===== src/rtl/ssp_pkg.sv =====
// Shared definitions for the SSP receive path: FSM states and width defaults.
package ssp_pkg;

  localparam int SSP_MAX_WIDTH   = 8;
  localparam int SSP_SYNC_STAGES = 2;
  localparam int SSP_CNT_W       = 3;

  typedef enum logic [1:0] {
    ST_IDLE  = 2'd0,
    ST_SHIFT = 2'd1,
    ST_WRITE = 2'd2
  } ssp_state_e;

endpackage


===== src/rtl/ssp_rx_ctrl_if.sv =====
// Receive-FIFO write port: parallel word, one-cycle strobe and the FIFO full flag.
interface ssp_rx_ctrl_if;

  logic [ssp_pkg::SSP_MAX_WIDTH-1:0] RX_DATA;
  logic                              RX_WRITE;
  logic                              FIFO_FULL;

  modport master (output RX_DATA, output RX_WRITE, input FIFO_FULL);
  modport slave  (input RX_DATA, input RX_WRITE, output FIFO_FULL);

endinterface


===== src/rtl/ssp_sync_edge.sv =====
// Equal-depth synchronisers for the serial clock and its companion data lines,
// plus a one-cycle falling-edge pulse on the synchronised serial clock.
module ssp_sync_edge #(
  parameter int STAGES = 2,
  parameter int WIDTH  = 2
) (
  input  logic             clk,
  input  logic             rst_n,
  input  logic             async_clk_i,
  input  logic [WIDTH-1:0] async_data_i,
  output logic [WIDTH-1:0] data_o,
  output logic             fe_o
);

  logic [STAGES-1:0]            clk_q;
  logic [STAGES-1:0][WIDTH-1:0] data_q;
  logic                         clk_prev_q;

  // NOTE: sequential state always uses non-blocking assignments so every flop
  // samples the pre-edge value of its neighbour; blocking here would collapse the chain.
  always_ff @(posedge clk or negedge rst_n) begin
    if (!rst_n) begin
      clk_q      <= '0;
      data_q     <= '0;
      clk_prev_q <= 1'b0;
    end else begin
      clk_q[0]  <= async_clk_i;
      data_q[0] <= async_data_i;
      for (int i = 1; i < STAGES; i++) begin
        clk_q[i]  <= clk_q[i-1];
        data_q[i] <= data_q[i-1];
      end
      clk_prev_q <= clk_q[STAGES-1];
    end
  end

  assign data_o = data_q[STAGES-1];
  assign fe_o   = clk_prev_q & ~clk_q[STAGES-1];

endmodule


===== src/rtl/ssp_rx_ctrl.sv =====
// SSP receive sequencer: deserialises TI-SSI frames and strobes each word into
// the receive FIFO, flagging a sticky overrun when the FIFO is full.
module ssp_rx_ctrl
  import ssp_pkg::*;
#(
  parameter int DATA_WIDTH  = 8,
  parameter int SYNC_STAGES = SSP_SYNC_STAGES
) (
  input  logic                 PCLK,
  input  logic                 CLEAR_B,
  input  logic                 ENABLE,
  input  logic                 SSPCLKIN,
  input  logic                 SSPFSSIN,
  input  logic                 SSPRXD,
  input  logic                 OVR_CLR,
  ssp_rx_ctrl_if.master        fifo,
  output logic                 OVERRUN,
  output logic                 BUSY
);

  localparam logic [SSP_CNT_W-1:0] LAST_BIT = SSP_CNT_W'(DATA_WIDTH - 1);

  ssp_state_e               state_q, state_d;
  logic [SSP_CNT_W-1:0]     cnt_q, cnt_d;
  logic [SSP_MAX_WIDTH-1:0] shift_q, shift_d;
  logic                     b2b_q, b2b_d;
  logic [SSP_MAX_WIDTH-1:0] rx_data_q, rx_data_d;
  logic                     rx_write_q, rx_write_d;
  logic                     ovr_q, ovr_d;

  logic fe, fss_s, rxd_s;

  ssp_sync_edge #(
    .STAGES (SYNC_STAGES),
    .WIDTH  (2)
  ) u_sync (
    .clk          (PCLK),
    .rst_n        (CLEAR_B),
    .async_clk_i  (SSPCLKIN),
    .async_data_i ({SSPRXD, SSPFSSIN}),
    .data_o       ({rxd_s, fss_s}),
    .fe_o         (fe)
  );

  always_ff @(posedge PCLK or negedge CLEAR_B) begin
    if (!CLEAR_B) state_q <= ST_IDLE;
    else          state_q <= state_d;
  end

  // NOTE: every variable assigned here gets a default first, so no path
  // through the case leaves it unassigned and no latch is inferred.
  always_comb begin
    state_d = state_q;
    cnt_d   = cnt_q;
    shift_d = shift_q;
    b2b_d   = b2b_q;
    if (!ENABLE) begin
      state_d = ST_IDLE;
      cnt_d   = '0;
      shift_d = '0;
      b2b_d   = 1'b0;
    end else begin
      unique case (state_q)
        ST_IDLE: begin
          if (fe && fss_s) begin
            state_d = ST_SHIFT;
            cnt_d   = '0;
            shift_d = '0;
          end
        end
        ST_SHIFT: begin
          if (fe) begin
            shift_d = {shift_q[SSP_MAX_WIDTH-2:0], rxd_s};
            cnt_d   = cnt_q + SSP_CNT_W'(1);
            if (cnt_q == LAST_BIT) begin
              state_d = ST_WRITE;
              cnt_d   = '0;
              b2b_d   = fss_s;
            end
          end
        end
        ST_WRITE: begin
          // A frame sync seen on the last bit means the next MSB is already due.
          if (b2b_q) begin
            state_d = ST_SHIFT;
            cnt_d   = '0;
            b2b_d   = 1'b0;
          end else begin
            state_d = ST_IDLE;
          end
        end
        default: state_d = ST_IDLE;
      endcase
    end
  end

  always_comb begin
    rx_write_d = (state_q == ST_WRITE) && ENABLE && !fifo.FIFO_FULL;
    rx_data_d  = rx_write_d ? shift_q : rx_data_q;
    ovr_d      = ovr_q;
    if ((state_q == ST_WRITE) && ENABLE && fifo.FIFO_FULL) ovr_d = 1'b1;
    else if (OVR_CLR)                                      ovr_d = 1'b0;
  end

  always_ff @(posedge PCLK or negedge CLEAR_B) begin
    if (!CLEAR_B) begin
      cnt_q      <= '0;
      shift_q    <= '0;
      b2b_q      <= 1'b0;
      rx_data_q  <= '0;
      rx_write_q <= 1'b0;
      ovr_q      <= 1'b0;
    end else begin
      cnt_q      <= cnt_d;
      shift_q    <= shift_d;
      b2b_q      <= b2b_d;
      rx_data_q  <= rx_data_d;
      rx_write_q <= rx_write_d;
      ovr_q      <= ovr_d;
    end
  end

  assign fifo.RX_DATA  = rx_data_q;
  assign fifo.RX_WRITE = rx_write_q;
  assign OVERRUN       = ovr_q;
  assign BUSY          = (state_q != ST_IDLE);

endmodule


===== src/flat_wrapper.sv =====
// flat-port wrapper written by rule: the top's interface ports become plain ports
module ssp_rx_ctrl_flat import ssp_pkg::*;
#(
  parameter int DATA_WIDTH  = 8,
  parameter int SYNC_STAGES = SSP_SYNC_STAGES
)
  (PCLK, CLEAR_B, ENABLE, SSPCLKIN, SSPFSSIN, SSPRXD, OVR_CLR, OVERRUN, BUSY, fifo_RX_DATA, fifo_RX_WRITE, fifo_FIFO_FULL);
  ssp_rx_ctrl_if fifo_i ();
  input  logic PCLK;
  input  logic CLEAR_B;
  input  logic ENABLE;
  input  logic SSPCLKIN;
  input  logic SSPFSSIN;
  input  logic SSPRXD;
  input  logic OVR_CLR;
  output logic OVERRUN;
  output logic BUSY;
  output wire logic [$bits(fifo_i.RX_DATA)-1:0] fifo_RX_DATA;
  output wire logic [$bits(fifo_i.RX_WRITE)-1:0] fifo_RX_WRITE;
  input wire logic [$bits(fifo_i.FIFO_FULL)-1:0] fifo_FIFO_FULL;
  assign fifo_RX_DATA = fifo_i.RX_DATA;
  assign fifo_RX_WRITE = fifo_i.RX_WRITE;
  assign fifo_i.FIFO_FULL = fifo_FIFO_FULL;
  ssp_rx_ctrl #(.DATA_WIDTH(DATA_WIDTH), .SYNC_STAGES(SYNC_STAGES)) u_core (.PCLK(PCLK), .CLEAR_B(CLEAR_B), .ENABLE(ENABLE), .SSPCLKIN(SSPCLKIN), .SSPFSSIN(SSPFSSIN), .SSPRXD(SSPRXD), .OVR_CLR(OVR_CLR), .fifo(fifo_i), .OVERRUN(OVERRUN), .BUSY(BUSY));
endmodule

===== config.mk =====
export PLATFORM = sky130hd
export DESIGN_NAME = ssp_rx_ctrl_flat
export DESIGN_NICKNAME = d
export VERILOG_FILES = /design/src/rtl/ssp_pkg.sv /design/src/rtl/ssp_rx_ctrl_if.sv /design/src/rtl/ssp_sync_edge.sv /design/src/rtl/ssp_rx_ctrl.sv /design/src/flat_wrapper.sv
export SDC_FILE = /design/constraint.sdc
export NUM_CORES = 1
export LEC_CHECK = 0
export ABC_CLOCK_PERIOD_IN_PS = 1200
export BUFFER_PORTS_ARGS = -buffer_cell sky130_fd_sc_hd__buf_4
export CAP_MARGIN = 20
export CORE_UTILIZATION = 45
export CTS_CLUSTER_DIAMETER = 150
export DETAILED_ROUTE_END_ITERATION = 12
export HOLD_SLACK_MARGIN = 0.02
export PLACE_DENSITY = 0.68
export SYNTH_ARGS = -nofsm -noshare
export SYNTH_HDL_FRONTEND = slang
export SYNTH_SLANG_ARGS = --single-unit

===== constraint.sdc =====
create_clock -name PCLK -period 1.2 [get_ports PCLK]
set_input_delay 0.18 -clock PCLK [delete_from_list [all_inputs] [get_ports PCLK]]
set_output_delay 0.18 -clock PCLK [all_outputs]
set_load 0.05 [all_outputs]

After elaboration in Yosys (flattened, before gate mapping)
Cells that the tools add are included.
Operators by class
  bitwise gates (word level): 2
  equality and inequality tests: 10
  reduce and logical (&&, ||, !) cells: 12
  add/sub/neg operators: 1
  muxes and demuxes: 22
Operators with widths (number)
  8-bit two-way mux: 3
  8-bit case mux with 2 select lines: 1
  3-bit two-way mux: 5
  3-bit by 2-bit != test with 1-bit output, second input constant: 4
  3-bit case mux with 3 select lines: 1
  3-bit AND reduction: 3
  2-bit two-way mux: 4
  1-bit two-way mux: 6
  3-bit by 1-bit != test with 1-bit output, second input constant: 2
  2-bit case mux with 3 select lines: 1
  1-bit logical AND: 4
  4-bit by 1-bit != test with 1-bit output, second input constant: 1
  4-bit AND reduction: 1
  2-bit nonzero test: 2
  3-bit by 1-bit adder with 3-bit output, second input constant: 1
  3-bit equality test, second input constant: 1
  2-bit by 1-bit equality test with 1-bit output, second input constant: 1
  2-bit equality test, second input constant: 1
  2-bit zero test: 1
  1-bit case mux with 2 select lines: 1
  1-bit bitwise AND: 1
  1-bit zero test: 1
  1-bit NOT: 1
Storage, ports and cells
  output and inout bits: 11
  register bits after elaboration: 31
  input bits: 8

Depth between registers and ports, before layout
Gate-level depths: netlist of run 1.
  depth in word-level cells: 6
  gate-level depth with buffers: 5
  gate-level depth less buffers: 5

By module
From an unflattened synthesis of run 1, not the netlist that was laid out.
Unflattened totals
  cells, all modules: 105
  area total of the unflattened synthesis: 1365.1 sq um
Modules (own cells, without submodules)
  ssp_rx_ctrl: times used 1, cells each 95, area an instance 1161.1 sq um, sequential area each 600.6 sq um
  ssp_sync_edge: times used 1, cells each 10, area an instance 203.9 sq um, sequential area each 175.2 sq um

Worst setup path after synthesis of run 1
OpenSTA, ideal clock, no wires.
  path type: reg-to-reg
  start point: register u_core.cnt_q[0]
  end point: register u_core.b2b_q
  cell stages (with the launch flop): 6
  setup time: 141 ps
  path buffers: 0
  setup slack: -95 ps
  arrival time: 1154 ps
  cells stage by stage: dfrtp_1 > ha_1 > ha_1 > and3b_1 > o221ai_1 > a31oi_1
On the way
  longest elaborated chain between the ends: 3
RTL lines
  start, declared: RTL line ssp_rx_ctrl.sv:24  | logic [SSP_CNT_W-1:0] cnt_q, cnt_d;
  start signal, assigned: RTL line ssp_rx_ctrl.sv:114  | cnt_q <= cnt_d;
  3-bit equality test: RTL line ssp_rx_ctrl.sv:75  | if (cnt_q == LAST_BIT) begin
  3-bit by 2-bit != test with 1-bit output (no source line)
  3-bit AND reduction (no source line)
  end signal, assigned: RTL line ssp_rx_ctrl.sv:109  | b2b_q <= 1'b0;
  end signal, assigned: RTL line ssp_rx_ctrl.sv:116  | b2b_q <= b2b_d;
  end, declared: RTL line ssp_rx_ctrl.sv:26  | logic b2b_q, b2b_d;
No other way between the ends.
A chain may end at the register's enable or synchronous reset.

Final worst setup path of run 1
  start point: register u_core.state_q[0]
  end point: output port BUSY
On the way
  longest elaborated chain between the ends: 1
RTL lines
  start, declared: RTL line ssp_rx_ctrl.sv:23  | ssp_state_e state_q, state_d;
  start signal, assigned: RTL line ssp_rx_ctrl.sv:47  | else state_q <= state_d;
  2-bit nonzero test: RTL line ssp_rx_ctrl.sv:126  | assign BUSY = (state_q != ST_IDLE);
  end, declared: RTL line flat_wrapper.sv:17  | output logic BUSY;
No other way between the ends.

==> results of run 1 <==
-- sequential cells by signal, summed over array words and instances (netlist names) --
name	count
u_core.OVERRUN	1
u_core.b2b_q	1
u_core.cnt_q	3
u_core.fifo.RX_DATA	8
u_core.fifo.RX_WRITE	1
u_core.shift_q	8
u_core.state_q	2
u_core.u_sync.clk_prev_q	1
u_core.u_sync.clk_q	2
u_core.u_sync.data_o	2
u_core.u_sync.data_q	2
-- kinds of logic (layout without fill, tap and decap cells) --
logic type,after synthesis,after routing
AND/OR/NAND/NOR,37,37
buffers and inverters,9,56
AO/OA/AOI/OAI,10,10
multiplexers,17,17
flip-flops,31,31
adder cells (fa/ha/maj),2,2
-- worst min-delay path, delay by kind of cell --
| kind | cells | cell delay (ns) |
|---|---|---|
| compound gates | 2 | 0.10 |
| buf+inv | 1 | 0.15 |
-- cell type report --
| class | instances | share of cell area, % |
|---|---|---|
| multi-input cells | 66 | 30.9 |
| inverters | 4 | 0.798 |
| repair buffers | 44 | 20.4 |
| flip-flops and latches | 31 | 41.3 |
| well taps | 31 | 2.06 |
| clock inverters | 2 | 1.86 |
| clock buffers | 6 | 2.73 |
-- what timing repair did --
action,CTS,global route
gates resized for setup,13,3
hold endpoints to repair,35,0
pin swaps,4,2
hold buffers,5,0
gates cloned,0,0
setup endpoints to repair,19,23
setup buffers,3,2
-- per-layer routing --
| metal | global-route usage (%) | vias to the layer above | wire length (um) |
|---|---|---|---|
| met5 | 0 | - | 0 |
| met4 | 8.71 | 0 | 53 |
| met3 | 7.91 | 7 | 123 |
| met2 | 30.8 | 28 | 1310 |
| met1 | 23.5 | 488 | 1160 |
| li1 | - | 467 | - |
-- power breakdown --
group / switching [mW] / internal, mW
clock network: 0.358 / 0.492
logic: 0.121 / 0.138
registers: 0.0191 / 1.07
total: 0.497 / 1.70
-- per-stage QoR --
step                worst slack [ns]  cells
floorplan                    -0.0759    106
global placement             -0.0738    166
detailed placement            -0.145    166
CTS                           -0.238    182
global route                  -0.264    184
finish                        -0.220    184
-- cell usage in the layout, fill, tap and decap left out, drive strengths merged --
| cell | n |
|---|---|
| buf | 39 |
| dfrtp | 31 |
| nand2 | 14 |
| mux2i | 9 |
| mux2 | 8 |
| nand3 | 7 |
| clkbuf | 6 |
| dlygate4sd3 | 5 |
| inv | 4 |
| nor3 | 2 |
| nand2b | 2 |
| nor2b | 2 |
| a31oi | 2 |
| nand4 | 2 |
| o211ai | 2 |
| and3b | 2 |
| o32ai | 2 |
| a21oi | 2 |
| ha | 2 |
| or2 | 1 |
| nor2 | 1 |
| and2 | 1 |
| o221ai | 1 |
| nor4bb | 1 |
| o21ai | 1 |
| nand4b | 1 |
| nor3b | 1 |
| bufinv | 1 |
| clkinv | 1 |
-- worst min path at each step --
stage / from / endpoint / depth (start not counted)
2_1_floorplan: CLEAR_B / u_core.OVERRUN$_DFFE_PN0P_ / 0
3_3_place_gp: CLEAR_B / u_core.state_q[1]$_DFFE_PN0P_ / 1
3_5_place_dp: CLEAR_B / u_core.state_q[0]$_DFFE_PN0P_ / 1
4_1_cts: ENABLE / u_core.b2b_q$_DFFE_PN0P_ / 3
5_1_grt: ENABLE / u_core.b2b_q$_DFFE_PN0P_ / 3
6_report: ENABLE / u_core.b2b_q$_DFFE_PN0P_ / 3
==> results.txt, run 1 <==
R2R Path End: u_core.cnt_q[2]$_DFFE_PN0P_
H-tree depth: 2
largest fanout on the critical path: 2
crit path DAT: 1.24 ns
crit path from: u_core.state_q[0]$_DFFE_PN0P_
gr usage total: 19.5%
Seq/Total Area, Yosys: 59.2%
max incr delay on CP: 0.42 ns
crit end category: output port
post-synthesis mux area share: 13.7%
Buf+Inv Stages, Crit Path: 2
initial antenna violation count: 0
FF+latch count, synth: 31
largest net degree at the start of global routing: 32
GRT overflow: 0
Final Max Slew Viols: 0
largest delay contributor family on the critical path: flip-flops
First-pass DRT Iterations: 6
Async SR Flop Fraction: 100%
Avg WL per Cell: 14.4 um
critical path class: reg -> out
prevailing post-synth register cell: dfrtp_1
status: finished, violations left
failing checks: negative setup slack
Placement Rows: 19
Final Util: 68.2%
Post-Synthesis Cells: 106
WP data required: 1.02 ns
post-synthesis compound-gate area fraction: 5.25%
Simple-Gate Fraction of Synth Area: 17.0%
FF/Latch Area: 777 um2
reg2reg setup slack: -0.18 ns
Fmax achieved: 0.704 GHz
EDFF count, synth: 0
Synth cell types: 28
post-route cell area: 1880 um2
IO buf count: 18
Routed Antenna Nets: 0
Die Area: 3130 um2
Placed Area: 1630 um2
worst-path cell chain: buf_6, or2_4, buf_8
period utilisation layout: 118%
CTS tree: done
clk root buf: clkbuf_4
clock-pin slew on the worst setup and hold paths: 0.10 ns
maximum vdd ir drop: 0.864 mV
r2r worst-path depth: 6
Tightest Hold Check Type: in -> reg
Core ar.: 2760 um2
Crit-path slowest cell: dfrtp_2
DRC viols: 0
first-pass GRT wire length: 4510 um
xor and xnor area share after synthesis: 0%
nature of the critical path startpoint: register
Fin. Hold Viols: 0
Final Skew: 0.0129 ns
RSZ-0062 raised after global routing: yes
Clock Latency Late Sink: 0.33 ns
combinational family with the most area after synthesis: simple AND/OR/NAND/NOR gates
Tmin final: 1.42 ns
final worst setup slack: -0.220 ns
initial core utilization: 47.5%
PwrDens: 1170 nW/um2
syn_area_per_cell: 12.4 um2
max_cap viols: 0
Die H: 56.0 um
Via-to-Cell Ratio: 5.38
FILL cells: 202
DR vias: 990
overall power: 2.20 mW
hpwl dp: 1720 um
synth top area cells: dfrtp_1, mux2i_1, mux2_2
Crit. path cell count: 3
worst r2r src: u_core.state_q[0]$_DFFE_PN0P_
top cell type's share of synthesized area: 59.2%
vias in the first global route: 986
Nets: 162
initial DRC count: 12
WL final: 2650 um
Hold WS: 0.135 ns
Routability Congestion: 0.739
Worst Tran Pin Value: 0.386 ns
crit path capture: BUSY
endpoints failing setup: 19
diodes inserted: 0
largest area contributor in the netlist: dfrtp_1
Syn. warnings: 0
adder-cell share of the synthesized area: 1.91%
Synth-to-Final Area Change: 43.4%
Setup TNS: -2.56 ns
clk buf depth: 2
Multi-input gate area: 581 um2
commonest cells in the netlist: dfrtp_1, nand2_1, mux2i_1
Num CTS Buffers: 5
Leak: 0.889 nW
synthesized area: 1310 um2
die width: 56.0 um
Slew Limit Headroom: 74.3%
clk sinks: 31
num ports: 19
Post-Syn Nets: 116
count leader, synth: dfrtp_1
proportion of layout cells with a drive suffix above 1: 47.1%
No activity file was read; power rests on OpenSTA's default activity.
==> run 2, diff against run 1 <==
--- a/config.mk
+++ b/config.mk
@@ -15,4 +15,5 @@
 export PLACE_DENSITY = 0.68
 export SYNTH_ARGS = -nofsm -noshare
 export SYNTH_HDL_FRONTEND = slang
+export SYNTH_HIERARCHICAL = 1
 export SYNTH_SLANG_ARGS = --single-unit
==> results.txt, run 2 <==
RSZ-0062 raised after global routing: yes
die width: 57.1 um (+2.0%)
Post-Syn Nets: 115 (-0.86%)
largest delay contributor family on the critical path: flip-flops
final worst setup slack: -0.183 ns (+0.0367 ns)
First-pass DRT Iterations: 8 (+2)
failing checks: design-rule violations, negative setup slack
initial DRC count: 17 (+5)
GRT overflow: 0 (unchanged)
FF+latch count, synth: 31 (unchanged)
Avg WL per Cell: 13.7 um (-5.0%)
PwrDens: 1130 nW/um2 (-3.4%)
status: finished, violations left
count leader, synth: dfrtp_1
Synth cell types: 26 (-7.1%)
synthesized area: 1370 um2 (+4.1%)
Setup TNS: -2.08 ns (+0.488 ns)
crit path DAT: 1.20 ns (-0.04 ns)
max incr delay on CP: 0.40 ns (-0.02 ns)
top cell type's share of synthesized area: 56.8% (-2.3 points)
worst-path cell chain: buf_6, or2_4, buf_8
IO buf count: 18 (unchanged)
Routability Congestion: 0.769 (+4.1%)
largest area contributor in the netlist: dfrtp_1
gr usage total: 16.8% (-2.7 points)
FILL cells: 204 (+0.99%)
Via-to-Cell Ratio: 5.17 (-4.0%)
Synth-to-Final Area Change: 32.4%
critical path class: reg -> out
crit end category: output port
initial antenna violation count: 0 (unchanged)
Num CTS Buffers: 5 (unchanged)
CTS tree: done
period utilisation layout: 115% (-3.1 points)
Placement Rows: 19 (unchanged)
initial core utilization: 48.7% (+1.1 points)
Worst Tran Pin Value: 0.380 ns (-0.00558 ns)
WL final: 2360 um (-11%)
clk sinks: 31 (unchanged)
WP data required: 1.02 ns (about the same)
Tightest Hold Check Type: in -> reg
Nets: 151 (-6.8%)
Final Skew: 0.00813 ns (-0.00477 ns)
diodes inserted: 0 (unchanged)
clock-pin slew on the worst setup and hold paths: 0.09 ns (about the same)
max_cap viols: 0 (unchanged)
Leak: 0.869 nW (-2.3%)
Syn. warnings: 6 (+6)
proportion of layout cells with a drive suffix above 1: 44.4% (-2.7 points)
DR vias: 894 (-9.7%)
Slew Limit Headroom: 74.6% (+0.37 points)
first-pass GRT wire length: 4000 um (-11%)
EDFF count, synth: 0 (unchanged)
Crit-path slowest cell: dfrtp_1
synth top area cells: dfrtp_1, mux2_4, mux2i_1
largest fanout on the critical path: 2 (unchanged)
nature of the critical path startpoint: register
Final Util: 64.4% (-3.8 points)
Routed Antenna Nets: 0 (unchanged)
Die H: 57.1 um (+2.0%)
maximum vdd ir drop: 0.661 mV (-23%)
num ports: 19 (unchanged)
Fmax achieved: 0.723 GHz (+2.7%)
clk root buf: clkbuf_4
Tmin final: 1.38 ns (-0.0367 ns)
Die Area: 3260 um2 (+4.0%)
prevailing post-synth register cell: dfrtp_1
syn_area_per_cell: 13.0 um2 (+5.1%)
Final Max Slew Viols: 0 (unchanged)
Core ar.: 2810 um2 (+1.7%)
H-tree depth: 2 (unchanged)
Fin. Hold Viols: 0 (unchanged)
Hold WS: 0.0458 ns (-0.0894 ns)
Buf+Inv Stages, Crit Path: 2 (unchanged)
commonest cells in the netlist: dfrtp_1, nand2_1, mux2i_1
Async SR Flop Fraction: 100% (unchanged)
Post-Synthesis Cells: 105 (-0.94%)
most frequent cells in the layout: dfrtp_1, buf_4, nand2_1
Seq/Total Area, Yosys: 56.8% (-2.3 points)
hpwl dp: 1590 um (-7.8%)
clk buf depth: 2 (unchanged)
vias in the first global route: 937 (-5.0%)
largest net degree at the start of global routing: 32 (unchanged)
endpoints failing setup: 21 (+2)
Clock Latency Late Sink: 0.32 ns (about the same)
dpl ws: -0.0858 ns (+0.0589 ns)
DRC viols: 4 (+4)
commonest non-fill, non-tap cell in the layout: dfrtp_1
-- run 2: logic make-up (layout without fill, tap and decap cells) --
| logic type | after synthesis | in the layout | share of synthesized area (%) |
|---|---|---|---|
| muxes | 19 | 19 | 16.9 |
| buffers and inverters | 16 | 53 | 6.97 |
| AOI/OAI and AO/OA | 9 | 9 | 5.32 |
| and+or+nand+nor | 28 | 28 | 12.2 |
| DFF | 31 | 31 | 56.8 |
| adders and majority gates | 2 | 2 | 1.83 |
-- run 2: area by class of cell --
cell class | count | area (um2) | share of cell area (%)
Sequential cell | 31 | 776 | 42.9
Multi-Input combinational cell | 58 | 537 | 29.7
Timing Repair Buffer | 36 | 335 | 18.6
Clock buffer | 6 | 51.3 | 2.84
Tap cell | 31 | 38.8 | 2.15
Clock inverter | 2 | 35.0 | 1.94
Inverter | 9 | 33.8 | 1.87
-- run 2: layer usage --
layer  GRT usage, %  vias up  part of all wire [%]
met3           6.58        6                   6.4
met1           18.6      438                    40
met2           28.4       31                    52
met4           8.01        0                   1.7
met5              0        -                     0
li1               -      419                     -
-- run 2: power breakdown --
| group | internal [mW] | switching (mW) | total [mW] |
|---|---|---|---|
| Combinational | 0.0763 | 0.0723 | 0.149 |
| Sequential | 1.06 | 0.00921 | 1.07 |
| Clock | 0.492 | 0.333 | 0.825 |
-- run 2: what timing repair did --
item	4_1_cts	5_1_grt
endpoints found under the setup margin	22	23
cloned	1	0
hold endpoints to repair	34	0
hold buffers	4	0
buffers inserted	6	0
pin swaps	4	3
resized for setup	16	4
-- run 2: path summary, 6_finish.rpt --
kind                                             startpoint  slack (ns)                                 end  depth (start not counted)
setup / recovery              u_core/state_q[0]$_DFFE_PN0P_       -0.18                                BUSY                          3
hold reg to reg            u_core/u_sync/clk_q[0]$_DFF_PN0_        0.35    u_core/u_sync/clk_q[1]$_DFF_PN0_                          0
setup reg to reg              u_core/state_q[0]$_DFFE_PN0P_       -0.18  u_core/fifo.RX_DATA[7]$_DFFE_PN0P_                          3
min in group asynchronous                           CLEAR_B        0.31            u_core/b2b_q$_DFFE_PN0P_                          2
max in group asynchronous                           CLEAR_B        0.61  u_core/fifo.RX_DATA[2]$_DFFE_PN0P_                          2
hold / removal                                      OVR_CLR        0.05          u_core/OVERRUN$_DFFE_PN0P_                          2
-- run 2: metrics by stage --
step	std cells	cell area [um2]	total power, mW
2_1_floorplan	105	1380	1.15
3_3_place_gp	155	1570	1.20
3_5_place_dp	155	1570	1.20
4_1_cts	174	1810	2.07
5_1_grt	173	1810	2.14
6_report	173	1810	2.04
